<file path="src/rtl/regfile_wb_ctrl.sv">
// regfile_wb_ctrl: write-back arbiter and pending-write scoreboard for the
// 32-entry register file.
//
// The ALU and LSU compete for the register file's single write port. The
// winning request is registered onto rf_wr_o/rf_addr_o/rf_data_o one cycle
// after its handshake. A scoreboard holds one bit per register, so decode can
// stall on RAW hazards (rs*_busy_o) and issue can stall on WAW hazards
// (iss_ready_o).
//
// Optional feature macro: RR_ARB_EN
//   defined   : round-robin arbitration between ALU and LSU
//   undefined : fixed priority, where the LSU always wins a conflict
//
// Ports:
//   clk_i, rst_ni          clock (rising edge), synchronous active-low reset
//   iss_valid_i/iss_rd_i   issue reserves a destination; iss_ready_o accepts
//   rs1/rs2_addr_i         decode sources; rs1/rs2_busy_o flag pending writes
//   alu_valid/rd/data_i    ALU write-back request; alu_ready_o is its grant
//   lsu_valid/rd/data_i    load write-back request; lsu_ready_o is its grant
//   rf_wr_o/addr_o/data_o  registered register-file write port
//   busy_o                 scoreboard vector (bit 0 is always 0)
module regfile_wb_ctrl #(
    parameter int N    = 32,
    parameter int ADDR = 5,
    parameter int M    = 32
) (
    input  logic            clk_i,
    input  logic            rst_ni,
    input  logic            iss_valid_i,
    input  logic [ADDR-1:0] iss_rd_i,
    output logic            iss_ready_o,
    input  logic [ADDR-1:0] rs1_addr_i,
    input  logic [ADDR-1:0] rs2_addr_i,
    output logic            rs1_busy_o,
    output logic            rs2_busy_o,
    input  logic            alu_valid_i,
    input  logic [ADDR-1:0] alu_rd_i,
    input  logic [N-1:0]    alu_data_i,
    output logic            alu_ready_o,
    input  logic            lsu_valid_i,
    input  logic [ADDR-1:0] lsu_rd_i,
    input  logic [N-1:0]    lsu_data_i,
    output logic            lsu_ready_o,
    output logic            rf_wr_o,
    output logic [ADDR-1:0] rf_addr_o,
    output logic [N-1:0]    rf_data_o,
    output logic [M-1:0]    busy_o
);

    logic [M-1:0]    busy_q, busy_d;
    logic            rf_wr_q, rf_wr_d;
    logic [ADDR-1:0] rf_addr_q, rf_addr_d;
    logic [N-1:0]    rf_data_q, rf_data_d;
    logic            alu_gnt, lsu_gnt, iss_hs;

`ifdef RR_ARB_EN
    // lsu_last_q is 1 when the LSU was granted most recently. It resets to 1
    // so that the ALU wins the first conflict.
    logic lsu_last_q, lsu_last_d;

    assign alu_gnt    = rst_ni & alu_valid_i & (~lsu_valid_i | lsu_last_q);
    assign lsu_gnt    = rst_ni & lsu_valid_i & ~(alu_valid_i & lsu_last_q);
    assign lsu_last_d = lsu_gnt ? 1'b1 : (alu_gnt ? 1'b0 : lsu_last_q);

    always_ff @(posedge clk_i) begin
        if (!rst_ni) lsu_last_q <= 1'b1;
        else         lsu_last_q <= lsu_last_d;
    end
`else
    assign alu_gnt = rst_ni & alu_valid_i & ~lsu_valid_i;
    assign lsu_gnt = rst_ni & lsu_valid_i;
`endif

    assign alu_ready_o = alu_gnt;
    assign lsu_ready_o = lsu_gnt;

    assign iss_ready_o = rst_ni & ~busy_q[iss_rd_i];
    assign iss_hs      = iss_valid_i & iss_ready_o;
    assign rs1_busy_o  = busy_q[rs1_addr_i];
    assign rs2_busy_o  = busy_q[rs2_addr_i];
    assign busy_o      = busy_q;

    assign rf_wr_o   = rf_wr_q;
    assign rf_addr_o = rf_addr_q;
    assign rf_data_o = rf_data_q;

    // Address and data hold their values when nothing is granted. A grant to
    // x0 completes its handshake but never raises the write enable.
    always_comb begin
        rf_addr_d = lsu_gnt ? lsu_rd_i   : (alu_gnt ? alu_rd_i   : rf_addr_q);
        rf_data_d = lsu_gnt ? lsu_data_i : (alu_gnt ? alu_data_i : rf_data_q);
        rf_wr_d   = (alu_gnt | lsu_gnt) & (rf_addr_d != '0);
    end

    // The clear is applied before the set, so a new reservation of the
    // register being written this cycle survives.
    always_comb begin
        busy_d = busy_q;
        if (rf_wr_q) busy_d[rf_addr_q] = 1'b0;
        if (iss_hs)  busy_d[iss_rd_i]  = 1'b1;
        busy_d[0] = 1'b0;
    end

    always_ff @(posedge clk_i) begin
        if (!rst_ni) begin
            busy_q    <= '0;
            rf_wr_q   <= 1'b0;
            rf_addr_q <= '0;
            rf_data_q <= '0;
        end else begin
            busy_q    <= busy_d;
            rf_wr_q   <= rf_wr_d;
            rf_addr_q <= rf_addr_d;
            rf_data_q <= rf_data_d;
        end
    end

endmodule
</file>
<file path="config.mk">
export PLATFORM = sky130hd
export DESIGN_NAME = regfile_wb_ctrl
export DESIGN_NICKNAME = d
export VERILOG_FILES = /design/src/rtl/regfile_wb_ctrl.sv
export SDC_FILE = /design/constraint.sdc
export NUM_CORES = 1
export LEC_CHECK = 0
export CORE_MARGIN = 1.5
export CORE_UTILIZATION = 44
export CTS_BUF_LIST = sky130_fd_sc_hd__clkbuf_8
export DETAILED_ROUTE_END_ITERATION = 6
export PLACE_DENSITY = 0.93
export SYNTH_ARGS = -nofsm -noshare
export SYNTH_HDL_FRONTEND = slang
export SYNTH_SLANG_ARGS = --single-unit
</file>
<file path="constraint.sdc">
create_clock -name clk_i -period 2.4 [get_ports clk_i]
set_input_delay 0.24 -clock clk_i [delete_from_list [all_inputs] [get_ports clk_i]]
set_output_delay 0.24 -clock clk_i [all_outputs]
set_load 0.05 [all_outputs]
</file>
==> results.cfg <==
[clock_network]
cts-root-to-sink-buffers = 2
cts-buffers-inserted = 9
cts.htree.levels = 3
cts_num_sinks = 69
cts_root_buffer = clkbuf_8
insertion_delay_ps = 350
tritoncts = built
clkSlewWorstSetupHoldPaths_ps = 70

[setup_path]
crit-reg2reg-launch = busy_o[11]$_SDFF_PN0_
critical_path.n_buffers_inverters = 2
critical-path-max-stage-delay_ps = 650
critPathLaunchType = input pin
timing.critical_path.cells = clkdlybuf4s50_1, mux4_2, mux4_2, a22o_1, buf_6
path_depth = 5
slowest_cp_cell = clkdlybuf4s50_1
r2r_depth = 5
critPathArrivalTime_ps = 2100
critPathKind = in2out
timing.critical_path.fanout_max = 6
worst_setup_path_end_kind = output pin
crit_family = multiplexers
worstSetupStartpoint = rs2_addr_i[1]
required_ps = 2160
crit_top_cell = mux4_2
crit_reg_reg_endpoint = busy_o[23]$_SDFF_PN0_
ff2ff_setup_slack_ps = 490

[global_route]
grt_pass1_wl_mm = 20.9
globalRoute.totalOverflow = 0
grt_pass1_vias = 4203
grt_max_degree = 46
gr-usage-all-layers = 0.297
grt_antenna_before_repair = 0

[drt]
detailedRoute.firstPassIterationCount = 5
postRouteWirelength_mm = 13.6
initial_drt_markers = 315
route.detailed.wl_per_inst_um = 19.6
post_drt_via_cell_ratio = 6.02
drtAntennaViolNets = 0
detailroute.via_count = 4196
post-route-drc-count = 0

[timing]
relSlewSlack = 0.614
timing.final.max_slew_violations = 0
timing.fmax_mhz = 427
finalHoldViolCount = 0
timing.final.setup_violations = 0
min_period_over_period = 0.975
hold-worst-slack_ps = 459
period_minus_slack_ps = 2340
final_critical_path_setup_slack_ps = 59.6
rsz_0062_raised_after_global_routing = false
finalClockSkew_ps = 10.0
max_slew.worst_pin.slew_ps = 577

[synthesis]
number_of_instances_in_the_synthesized_netlist = 423
cell_type_with_the_largest_total_area_after_synthesis = dfxtp_1
synth_warnings = 0
synth_fp_nets = 517
post_synth_instance_area_um2 = 3850
ys_async_sr_fraction = 0
yosys.area.top_type_share = 0.359
synth_edf_count = 0
ys_seq_area_frac = 0.359
yosys_register_bits = 69
synth_common_cells = nor2_1, dfxtp_1, mux2i_1, a21oi_1, o211ai_1
dominantRegCellSynth = dfxtp_1
netlist_top_cells_area = dfxtp_1, mux4_2, mux2i_1
synth.distinct_cells = 39
yosys.cell_count.top_type = nor2_1
synth.avg_cell_area_um2 = 9.11

[power]
power_uw = 3080
cellLeakagePower_uw = 0.00226
power_per_cell_area_nw_per_um2 = 518
vdd_drop_max_mv = 0.394

[final_layout]
fillers = 622
fin_cells = 697
post_layout_net_count = 682
multi_input_area_um2 = 2290
seq_cell_area_um2 = 1390
fraction_of_final_layout_cells_with_drive_strength_greater_than_1 = 0.139
n_antenna_cell = 0
areaGrowthSynthToFinish_pct = 54.3
design_area_um2 = 5940

[worst_hold_path]
min_delay_path_depth = 4
hold_path_end = rf_data_o[30]$_SDFFE_PN0P_
worst_hold_path_type = in2reg
holdCritStartpoint = lsu_valid_i

[floorplanning]
die_width_um = 96.6
row_count = 33
core_footprint_um2 = 8340
die_area_um2 = 9330
die_y_um = 96.6
io_pins = 169
floorplan.initialDensity = 0.462

[placement]
placement_setup_slack_ps = -140
dpl_cell_area_um2 = 5680
gpl.final_weighted_congestion = 0.923
hpwlAfterDp_mm = 10.3
numPortBuffers = 167
dp_cells = 680

[outcome]
run_status = finished, final reports clean

[flow_run]
timing.max_cap.violations = 0
-- cells in the final DEF, fill, tap and decap left out, types with 13 or more instances in the layout --
| cell type | synthesis | final |
|---|---|---|
| mux4_2 | 18 | 19 |
| nand2_1 | 13 | 13 |
| nand3_1 | 14 | 14 |
| buf_4 | 1 | 20 |
| mux2i_1 | 39 | 39 |
| a21oi_1 | 37 | 37 |
| o31ai_1 | 27 | 27 |
| dfxtp_1 | 69 | 61 |
| clkdlybuf4s50_1 | 0 | 156 |
| o211ai_1 | 28 | 28 |
| nor2_1 | 72 | 72 |
-- per-layer routing --
layer / vias to the layer above / share of wire / track usage
met1: 1980 / 0.38 / 0.349
met4: 0 / 0.039 / 0.162
met3: 51 / 0.098 / 0.0767
met5: - / 0 / 0
met2: 259 / 0.49 / 0.493
li1: 1906 / - / -
-- worst max path at each step --
stage          slack, ps           to
4_1_cts              -30  iss_ready_o
2_1_floorplan         30  iss_ready_o
3_5_place_dp        -140  iss_ready_o
3_3_place_gp        -110  iss_ready_o
6_report              60   rs2_busy_o
5_1_grt               10  iss_ready_o
-- stage by stage --
step / setup TNS (ps) / utilization
2_1_floorplan: 0 / -
3_3_place_gp: -231 / 0.681
3_5_place_dp: -423 / 0.681
4_1_cts: -25.5 / 0.712
5_1_grt: 0 / 0.713
6_report: 0 / 0.713
-- cell families (layout without fill, tap and decap cells) --
family          after synthesis  in the layout  share of synthesized area
mux                          62             62                      0.229
other cells                   1              1                   0.000973
simple gates                132            132                      0.159
flops                        69             69                      0.359
buf+inv                      43            212                     0.0510
compound gates              116            116                      0.201
-- timing repair --
action                                  CTS  global route
hold buffers                              0             0
endpoints found under the setup margin    3             1
resized for setup                        17             5
buffers inserted                          2             0
pin swaps                                 3             1
-- worst min-delay path: stages --
cell	delay (ps)
buf_2	110
buf_4	210
a21oi_1	150
nor2_1	50
-- layout make-up --
| type | count | share of cell area |
|---|---|---|
| Clock buffer | 10 | 0.0232 |
| Clock inverter | 5 | 0.0128 |
| Inverter | 5 | 0.00316 |
| Multi-Input combinational cell | 311 | 0.386 |
| Sequential cell | 69 | 0.234 |
| Tap cell | 105 | 0.0221 |
| Timing Repair Buffer | 192 | 0.319 |
-- registers in the layout, indices dropped and copies added (netlist names) --
register,count
rf_wr_o,1
rf_data_o,32
busy_o,31
rf_addr_o,5
-- power breakdown --
group,switching [uW],internal [uW],total [uW]
Clock,445,602,1050
Combinational,439,355,794
Sequential,41.5,1190,1230
No activity file was read; power rests on OpenSTA's default activity.
